<file path="config.mk">
export PLATFORM = sky130hd
export DESIGN_NAME = gate_sweep_ctrl
export DESIGN_NICKNAME = d
export VERILOG_FILES = /design/src/rtl/gate_sweep_ctrl.sv
export SDC_FILE = /design/constraint.sdc
export NUM_CORES = 1
export LEC_CHECK = 0
export CORE_MARGIN = 5
export CORE_UTILIZATION = 57
export CTS_CLUSTER_DIAMETER = 150
export DETAILED_ROUTE_END_ITERATION = 8
export PLACE_DENSITY = 0.86
export SLEW_MARGIN = 25
export SYNTH_ARGS = -nofsm -noshare
export SYNTH_HDL_FRONTEND = slang
export SYNTH_SLANG_ARGS = --single-unit
</file>
<file path="constraint.sdc">
create_clock -name clk -period 6.9 [get_ports clk]
set_clock_uncertainty 0.15 [all_clocks]
set_input_delay 0.69 -clock clk [delete_from_list [all_inputs] [get_ports clk]]
set_output_delay 0.69 -clock clk [all_outputs]
set_load 0.01 [all_outputs]
</file>
<file path="src/rtl/gate_sweep_ctrl.sv">
// gate_sweep_ctrl: bring-up / self-check sequencer for a shared NAND-built
// gate unit. It sweeps gate codes 0..NUM_GATES-1 over all four {a,b} vectors,
// holds each vector for SETTLE_CYCLES before sampling y_i, builds a 4-bit truth
// table per gate and compares it with the built-in expected table.
// Optional build macro: GATE_SWEEP_STOP_ON_FAIL_EN ends the sweep at the first
// gate whose table mismatches (remaining gates stay untested, reported as 0).

module gate_sweep_ctrl #(
    parameter int NUM_GATES     = 7,
    parameter int SETTLE_CYCLES = 2
) (
    input  logic                   clk,
    input  logic                   rst,
    input  logic                   start,
    output logic [2:0]             gate_sel_o,
    output logic                   a_o,
    output logic                   b_o,
    input  logic                   y_i,
    output logic                   busy,
    output logic                   done,
    output logic                   pass,
    output logic [NUM_GATES-1:0]   fail_mask,
    output logic [4*NUM_GATES-1:0] truth_table
);

    typedef enum logic [2:0] {
        IDLE   = 3'd0,
        DRIVE  = 3'd1,
        SETTLE = 3'd2,
        SAMPLE = 3'd3,
        CHECK  = 3'd4,
        DONE   = 3'd5
    } state_t;

    localparam logic [2:0] GATE_LAST   = 3'(NUM_GATES - 1);
    localparam logic [3:0] SETTLE_LAST = (SETTLE_CYCLES > 0) ? 4'(SETTLE_CYCLES - 1) : 4'd0;

    // Reference truth tables, bit index = {a,b}; unused codes have no table.
    function automatic logic [3:0] expected_table(input logic [2:0] code);
        logic [3:0] tbl;
        case (code)
            3'd0:    tbl = 4'b0111;   // NAND
            3'd1:    tbl = 4'b1000;   // AND
            3'd2:    tbl = 4'b1110;   // OR
            3'd3:    tbl = 4'b0001;   // NOR
            3'd4:    tbl = 4'b0110;   // XOR
            3'd5:    tbl = 4'b1001;   // XNOR
            3'd6:    tbl = 4'b0011;   // NOT a
            default: tbl = 4'b0000;
        endcase
        return tbl;
    endfunction

    state_t                   r_state;
    logic [2:0]               r_gate;
    logic [1:0]               r_vec;
    logic [3:0]               r_settle_cnt;
    logic [2:0]               r_gate_sel;
    logic                     r_a;
    logic                     r_b;
    logic                     r_busy;
    logic                     r_done;
    logic                     r_pass;
    logic [NUM_GATES-1:0]     r_fail_mask;
    logic [4*NUM_GATES-1:0]   r_truth_table;

    logic [3:0]               w_cur_table;
    logic                     w_mismatch;
    logic [NUM_GATES-1:0]     w_fail_mask_nxt;
    logic [4:0]               w_tt_idx;
    logic [1:0]               w_vec_inc;
    logic [2:0]               w_gate_inc;

    // Compare the current gate's captured table and form the updated fail mask.
    always_comb begin
        w_cur_table     = r_truth_table[int'(r_gate)*4 +: 4];
        w_tt_idx        = {r_gate, r_vec};
        w_vec_inc       = r_vec + 2'd1;
        w_gate_inc      = r_gate + 3'd1;
        w_mismatch      = 1'b0;
        w_fail_mask_nxt = r_fail_mask;
        if (w_cur_table != expected_table(r_gate)) begin
            w_mismatch      = 1'b1;
            w_fail_mask_nxt = r_fail_mask | (NUM_GATES'(1) << r_gate);
        end else begin
            w_mismatch      = 1'b0;
            w_fail_mask_nxt = r_fail_mask;
        end
    end

    // Sweep FSM: drives the gate unit, captures y_i and records results.
    always_ff @(posedge clk) begin
        if (rst) begin
            r_state       <= IDLE;
            r_gate        <= 3'd0;
            r_vec         <= 2'd0;
            r_settle_cnt  <= 4'd0;
            r_gate_sel    <= 3'd0;
            r_a           <= 1'b0;
            r_b           <= 1'b0;
            r_busy        <= 1'b0;
            r_done        <= 1'b0;
            r_pass        <= 1'b0;
            r_fail_mask   <= '0;
            r_truth_table <= '0;
        end else begin
            case (r_state)
                IDLE: begin
                    if (start) begin
                        r_state       <= DRIVE;
                        r_gate        <= 3'd0;
                        r_vec         <= 2'd0;
                        r_gate_sel    <= 3'd0;
                        r_a           <= 1'b0;
                        r_b           <= 1'b0;
                        r_busy        <= 1'b1;
                        r_pass        <= 1'b0;
                        r_fail_mask   <= '0;
                        r_truth_table <= '0;
                    end else begin
                        r_state <= IDLE;
                    end
                end
                DRIVE: begin
                    // Drives were already loaded on entry; only route onward.
                    r_settle_cnt <= 4'd0;
                    if (SETTLE_CYCLES > 0) begin
                        r_state <= SETTLE;
                    end else begin
                        r_state <= SAMPLE;
                    end
                end
                SETTLE: begin
                    if (r_settle_cnt == SETTLE_LAST) begin
                        r_state <= SAMPLE;
                    end else begin
                        r_settle_cnt <= r_settle_cnt + 4'd1;
                    end
                end
                SAMPLE: begin
                    r_truth_table[w_tt_idx] <= y_i;
                    if (r_vec == 2'd3) begin
                        r_state <= CHECK;
                    end else begin
                        r_vec   <= w_vec_inc;
                        r_a     <= w_vec_inc[1];
                        r_b     <= w_vec_inc[0];
                        r_state <= DRIVE;
                    end
                end
                CHECK: begin
                    r_fail_mask <= w_fail_mask_nxt;
`ifdef GATE_SWEEP_STOP_ON_FAIL_EN
                    if (w_mismatch || (r_gate == GATE_LAST)) begin
`else
                    if (r_gate == GATE_LAST) begin
`endif
                        r_state <= DONE;
                        r_done  <= 1'b1;
                        r_pass  <= ~|w_fail_mask_nxt;
                    end else begin
                        r_gate     <= w_gate_inc;
                        r_gate_sel <= w_gate_inc;
                        r_vec      <= 2'd0;
                        r_a        <= 1'b0;
                        r_b        <= 1'b0;
                        r_state    <= DRIVE;
                    end
                end
                DONE: begin
                    // Start is deliberately not looked at here.
                    r_state    <= IDLE;
                    r_done     <= 1'b0;
                    r_busy     <= 1'b0;
                    r_gate     <= 3'd0;
                    r_vec      <= 2'd0;
                    r_gate_sel <= 3'd0;
                    r_a        <= 1'b0;
                    r_b        <= 1'b0;
                end
                default: begin
                    r_state <= IDLE;
                    r_busy  <= 1'b0;
                    r_done  <= 1'b0;
                end
            endcase
        end
    end

    assign gate_sel_o  = r_gate_sel;
    assign a_o         = r_a;
    assign b_o         = r_b;
    assign busy        = r_busy;
    assign done        = r_done;
    assign pass        = r_pass;
    assign fail_mask   = r_fail_mask;
    assign truth_table = r_truth_table;

endmodule

</file>
==> summary.md, run 1 <==
| Metric | Value |
|---|---|
| Share of layout cells above drive strength 1 | 0.04267 |
| Clock Power Share | 0.368 |
| GR Util All Layers | 0.2349 |
| Gr ovfl total | 0 |
| Global-route wire length before repair | 11700 microns |
| Num CTS Buffers | 5 |
| Hpwl dp | 4839 microns |
| Max Cap Viol | 0 |
| FMAX | 0.2819 GHz |
| Post-route core utilization | 0.6935 |
| Worst skew pair latency | 310 ps |
| Setup TNS | 0 ps |
| Power per cell area | 179.5 nW/um^2 |
| Register area share after synthesis | 0.3749 |
| Static leakage | around 1.1 nW |
| Worst setup SP type | flip-flop |
| Crit path time final | 3547 ps |
| Main synth FF type | dfxtp_1 |
| CP max stage cell | dfxtp_1 |
| Clock tree buffer depth | 2 |
| CORE AREA | ~4600 sq um |
| Post-CTS Hold Buffers | 0 |
| Sequential power share | 0.522 |
| Initial antenna violation count | 0 |
| Crit. End Element | flip-flop |
| Fin worst setup slack | 3353 ps |
| Synth warn | 0 |
| Largest net degree at the start of global routing | 47 |
| CTS tree | built |
| 1st-pass router iterations | 5 |
| Switching Fraction | 0.2700 |
| Routed vias | between 2000 and 3000 |
| Final Setup Violations | 0 |
| Rows | 25 |
| Vias in the first global route | about 2400 |
| Critical setup path kind | reg2reg |
| Layout area overhead | 20.24% |
| Die W | 78.44 microns |
| Final Hold Fails | 0 |
| Worst-Margin Slew | 980.4 ps |
| Final GP Congestion | 0.8417 |
| Synth Net Count | 363 |
| Synth async-reset ratio | 0 |
| Worst-path clk slew | roughly 100 ps |
| Routed length per instance | 16.48 microns |
| Inst Count DP | roughly 420 |
| ANT cells | 0 |
| Io pins | 47 |
| Wirelength, routed | just over 7000 microns |
| Gate power share | 0.110 |
| Internal power | between 0.0004 and 0.0005 W |
| Unrepaired setup endpoints after global routing | false |
| Post-Syn Instances | 348 |
| Die ar. | 6153 sq um |
| Initial DRC Count | 206 |
| Antenna Nets Post-Route | 0 |
| Worst slack, placed | 3411 ps |
| Flops & latches, synth | 50 |
| Num Clock Sinks | 50 |
| Via density per instance | 6.231 |
| Mean Syn Cell Area | approximately 7.7 sq um |
| Nets | 389 |
| Fin cells | 429 |
| Starting Density | 0.5768 |
| Worst Path Max Fanout | 25 |
| Outcome | finished, final reports clean |
| CP Cell Sequence | inv_1 -> ha_1 -> or3_1 -> nor2_1 -> nor2_1 -> xnor2_1 -> or4b_1 -> a32o_1 |
| CTS root buffer | clkbuf_8 |
| Post-CTS resize count | 0 |
| Critical path arrival | between 3000 and 4000 ps |
| Maximum VDD drop | 144.5 uV |
| Critical Path Most Common Cell | nor2_1 |
| Worst endpoint required time | 6960 ps |
| Number of flops mapped to enable cells by yosys | 0 |
| Setup Fix Bufs, Post-CTS | 0 |
| Period Utilization, post-route | 0.5141 |
| Slew Limit Fails | 0 |
| Relative slew margins | 0.3448 |
| HP Class | reg2reg |
| Fill cells | 397 |
| # H-tree levels | 2 |
| Sw Pwr | 0.0001555 W |
| Synthesized area | approximately 2700 sq um |
| PortBufs | 46 |
| Drc violations | 0 |
| Total Power | 0.0005762 W |
| CP max stage delay | 970 ps |
| Synth cell types | 39 |
| Die Ht | 78.44 microns |
## worst max-delay path: cells and delay by family, from the launching register on
family	cells	cell delay, ps
AND/OR/NAND/NOR	4	1320
flip-flops	1	970
adder cells (fa/ha/maj)	1	320
AO/OA/AOI/OAI	1	320
buffers and inverters	1	200
XOR/XNOR	1	160
## state kept, by name, summed over array words and instances, names as in the netlist
name / flops
r_vec: 1
busy: 1
truth_table: 28
r_settle_cnt: 4
r_state: 3
gate_sel_o: 3
fail_mask: 7
a_o: 1
pass: 1
done: 1
## path summary, 6_finish.rpt
kind	from	endpoint	slack [ps]	depth (start not counted)
setup / recovery	gate_sel_o[0]$_SDFFE_PP0P_	fail_mask[3]$_SDFFE_PP0P_	3350	8
hold / removal	done$_SDFFE_PP0P_	done$_SDFFE_PP0P_	350	2
setup reg to reg	gate_sel_o[0]$_SDFFE_PP0P_	fail_mask[3]$_SDFFE_PP0P_	3350	8
hold reg to reg	done$_SDFFE_PP0P_	done$_SDFFE_PP0P_	350	2
## synthesized netlist by cell type, types with 4 or more instances
cell | count | area, sq um
a21oi_1 | 67 | 335.3
a32o_1 | 4 | 40.04
and3_1 | 5 | 31.28
clkbuf_1 | 22 | 82.58
dfxtp_1 | 50 | 1001
ha_1 | 11 | 137.6
inv_1 | 9 | 33.78
mux2i_1 | 7 | 70.07
mux4_2 | 4 | 90.09
nand2_1 | 40 | 150.1
nand2b_1 | 4 | 25.02
nand3b_1 | 5 | 37.54
nor2_1 | 35 | 131.4
nor3_1 | 13 | 65.06
o21ai_0 | 34 | 170.2
## logic make-up (layout without fill, tap and decap cells)
group | Yosys count | count (layout) | share of synthesized area
AOI/OAI and AO/OA | 119 | 119 | 0.2479
muxes | 11 | 11 | 0.05998
DFF | 50 | 50 | 0.3749
buffers and inverters | 37 | 64 | 0.05342
adders and majority gates | 11 | 11 | 0.05155
and+or+nand+nor | 117 | 117 | 0.2024
xor gates and xnor gates | 3 | 3 | 0.009842
## cells in the final DEF, fill, tap and decap left out, drive strengths merged, types with 2 or more instances in the layout
cell type / instances
a21oi: 67
dfxtp: 50
clkdlybuf4s50: 46
nand2: 40
nor2: 35
o21ai: 34
nor3: 13
ha: 11
inv: 9
mux2i: 7
and3: 5
nand3b: 5
clkbuf: 5
nand2b: 4
mux4: 4
a32o: 4
or3: 3
a22o: 3
nor2b: 2
nand3: 2
xnor2: 2
o211ai: 2
a31oi: 2
nor4: 2
clkinvlp: 2
## per-stage QoR
stage	cell area, sq um	hold WS, ps
floorplan	2670	353.4
global placement	3097	316.8
detailed placement	3097	330.1
CTS	3211	351.5
global route	3211	377.3
finish	3211	348.6
## power groups by stage
| stage | clock (W) | sequential, W | combinational, W |
|---|---|---|---|
| 2_1_floorplan | 0 | 0.000303 | 0.0000518 |
| 3_5_place_dp | 0 | 0.000307 | 0.0000625 |
| 3_3_place_gp | 0 | 0.000307 | 0.0000611 |
| 6_report | 0.000212 | 0.000301 | 0.0000636 |
| 5_1_grt | 0.000225 | 0.000302 | 0.0000722 |
| 4_1_cts | 0.000213 | 0.000301 | 0.0000636 |
## final cells by class
cell class,count,area (sq um),share of cell area
Timing Repair Buffer,47,467.9,0.1458
Clock buffer,5,68.82,0.02143
Multi-Input combinational cell,261,1526,0.4754
Inverter,9,33.78,0.01052
Tap cell,54,67.56,0.02104
Clock inverter,3,45.04,0.01403
Sequential cell,50,1001,0.3118
## routing by layer
metal  routed length, microns  vias up  global-route usage
met5                        0        -                   0
met4                      144        0             0.08042
met3                      469       15             0.04702
met2                     3472      113              0.3844
met1                     2985     1267              0.3084
li1                         -     1278                   -
(Power assumes the default switching activity.)
==> inputs of run 2 (changes only) <==
--- a/config.mk
+++ b/config.mk
@@ -6,10 +6,10 @@
 export NUM_CORES = 1
 export LEC_CHECK = 0
 export CORE_MARGIN = 5
-export CORE_UTILIZATION = 57
+export CORE_UTILIZATION = 53
 export CTS_CLUSTER_DIAMETER = 150
 export DETAILED_ROUTE_END_ITERATION = 8
-export PLACE_DENSITY = 0.86
+export PLACE_DENSITY = 0.81
 export SLEW_MARGIN = 25
 export SYNTH_ARGS = -nofsm -noshare
 export SYNTH_HDL_FRONTEND = slang
==> constraint.sdc (replaced) <==
create_clock -name clk -period 3.6 [get_ports clk]
set_clock_uncertainty 0.15 [all_clocks]
set_input_delay 0.36 -clock clk [delete_from_list [all_inputs] [get_ports clk]]
set_output_delay 0.36 -clock clk [all_outputs]
set_load 0.01 [all_outputs]
==> run 2 against run 1 <==
  * Sequential share of layout area is 0.11 points lower
  * Via count is 1.1% lower
  * Design area is 0.35% higher
  * Largest cell class unchanged
  * Critical endpoint unchanged
==> summary.md, run 2 (synthesized netlist as in run 1, its figures left out) <==
| Metric | Value |
|---|---|
| Max Cap Viol | 0 (unchanged) |
| # H-tree levels | 2 (unchanged) |
| CTS tree | built |
| Beginning of the critical path | gate_sel_o[1]$_SDFFE_PP0P_ |
| Routed length per instance | 16.05 microns (-2.6%) |
| Reg2Reg Capture Point | fail_mask[3]$_SDFFE_PP0P_ |
| Critical setup path kind | reg2reg |
| Internal power | 0.0007304 W (+74%) |
| Fin cells | 445 (+3.7%) |
| Commonest non-fill, non-tap cells in the layout | 67 x a21oi_1, 50 x dfxtp_1, 46 x clkdlybuf4s50_1, 40 x nand2_1, 35 x nor2_1 |
| Gate power share | 0.121 (+0.011) |
| Final GP Congestion | 0.8535 (+1.4%) |
| Outcome | finished, final reports clean |
| Worst reg-to-reg setup slack | 560 ps (-2800 ps) |
| Unrepaired setup endpoints after global routing | false |
| Gr ovfl total | 0 (unchanged) |
| FMAX | 0.3284 GHz (+16%) |
| CTS root buffer | clkbuf_8 |
| Routed vias | 2643 (-1.1%) |
| Relative slew margins | 0.3540 (+0.009193) |
| Fill cells | 434 (+9.3%) |
| Hold Startpoint | fail_mask[1]$_SDFFE_PP0P_ |
| Starting Density | 0.5543 (-0.02247) |
| Largest net degree at the start of global routing | 30 (-36%) |
| Clock tree buffer depth | 2 (unchanged) |
| HP Class | reg2reg |
| Sequential power share | 0.570 (+0.048) |
| Num Clock Sinks | 50 (unchanged) |
| Final Setup Violations | 0 (unchanged) |
| Critical path arrival | 3090 ps (-520 ps) |
| Fin worst setup slack | 555.2 ps (-2798 ps) |
| Via density per instance | 5.939 (-4.7%) |
| Nets | 393 (+1.0%) |
| Post-CTS resize count | 0 (unchanged) |
| PortBufs | 46 (unchanged) |
| Total Power | 0.001012 W (+76%) |
| Layout area overhead | 20.67% |
| Worst-path clk slew | 90 ps (about the same) |
| Global-route wire length before repair | 11940 microns (+2.0%) |
| Crit. End Element | flip-flop |
| Share of layout cells above drive strength 1 | 0.05026 (+0.007598) |
| Initial antenna violation count | 0 (unchanged) |
| Worst endpoint required time | 3640 ps (-3320 ps) |
| Crit path time final | 3045 ps (-502.3 ps) |
| Rows | 25 (unchanged) |
| Multi-input logic area | 1526 sq um (unchanged) |
| Die W | 80.98 microns (+3.2%) |
| Drc violations | 0 (unchanged) |
| Static leakage | 1.122 nW (+1.4%) |
| Final Hold Fails | 0 (unchanged) |
| Setup TNS | 0 ps (unchanged) |
| Io pins | 47 (unchanged) |
| Period Utilization, post-route | 0.8458 (+0.3317) |
| Sequential cell area | 1001 sq um (unchanged) |
| Min-Delay Endpoint | fail_mask[1]$_SDFFE_PP0P_ |
| Maximum VDD drop | 163.9 uV (+13%) |
| Sw Pwr | 0.0002812 W (+81%) |
| Worst Path Max Fanout | 9 (-64%) |
| Switching Fraction | 0.2780 (+0.007999) |
| Die Ht | 80.98 microns (+3.2%) |
| Commonest non-fill, non-tap cell in the layout | a21oi_1 |
| Setup Fix Bufs, Post-CTS | 0 (unchanged) |
| Inst Count DP | 438 (+4.0%) |
| Worst-Margin Slew | 966.6 ps (-13.76 ps) |
| Post-CTS Hold Buffers | 0 (unchanged) |
| Reg2Reg Launch Point | gate_sel_o[1]$_SDFFE_PP0P_ |
| Num CTS Buffers | 5 (unchanged) |
| Clock Power Share | 0.309 (-0.059) |
| Power per cell area | 314.0 nW/um^2 (+75%) |
| Hold depth | 1 (-1) |
| 1st-pass router iterations | 5 (unchanged) |
| Worst skew pair latency | 300 ps (about the same) |
| Depth of the most critical reg-to-reg path | 8 (unchanged) |
| Hpwl dp | 5095 microns (+5.3%) |
| GR Util All Layers | 0.2314 (-0.003455) |
| CORE AREA | 4817 sq um (+4.1%) |
| ANT cells | 0 (unchanged) |
| Die ar. | 6557 sq um (+6.6%) |
| Slew Limit Fails | 0 (unchanged) |
| Vias in the first global route | 2432 (+1.4%) |
| Wirelength, routed | 7144 microns (+1.0%) |
| Max reg flops | 28 (unchanged) |
| Antenna Nets Post-Route | 0 (unchanged) |
| Initial DRC Count | 174 (-16%) |
| Worst slack, placed | 607.6 ps (-2803 ps) |
| Worst setup SP type | flip-flop |
-- run 2: layer usage --
metal	global-route usage	up-vias	wire length (microns)
li1	-	1279	-
met1	0.3093	1231	3077
met2	0.3727	123	3457
met3	0.05100	10	517
met4	0.07095	0	91
met5	0	-	0
-- run 2: power by group through the flow --
stage / Clock [W] / Sequential (W) / Combinational [W]
floorplan: 0 / 0.000580 / 0.0000993
finish: 0.000313 / 0.000576 / 0.000122
detailed placement: 0 / 0.000590 / 0.000121
CTS: 0.000316 / 0.000576 / 0.000121
global placement: 0 / 0.000589 / 0.000117
global route: 0.000341 / 0.000579 / 0.000138
-- run 2: layout make-up --
type,count,area share
flip-flops and latches,50,0.3107
well taps,67,0.02602
repair buffers,51,0.1546
multi-input cells,261,0.4738
clock inverters,2,0.003107
inverters,9,0.01049
clock buffers,5,0.02136
-- run 2: worst max-delay path by stage --
stage	end	slack (ps)	cells past startpoint
after floorplan	fail_mask[2]$_SDFFE_PP0P_	350	11
after global placement	fail_mask[3]$_SDFFE_PP0P_	660	7
after detailed placement	fail_mask[3]$_SDFFE_PP0P_	610	7
after CTS	fail_mask[3]$_SDFFE_PP0P_	590	8
after global routing	fail_mask[2]$_SDFFE_PP0P_	320	8
final	fail_mask[3]$_SDFFE_PP0P_	560	8
-- run 2: worst max-delay path, cell delays in order (launching register included) --
cell and delay [ps]:
dfxtp_1 550, inv_1 230, ha_1 290, or3_1 350, nor2_1 170, nor2_1 70, xnor2_1 140, or4b_1 670
a32o_1 310
-- run 2: per-stage QoR --
stage          instance area [sq um]  utilization  hold WS (ps)
6_report                        3222       0.6688         344.3
2_1_floorplan                   2670            -         353.4
3_3_place_gp                    3143       0.6525         316.6
3_5_place_dp                    3143       0.6525         328.9
5_1_grt                         3222       0.6688         379.7
4_1_cts                         3222       0.6688         351.2
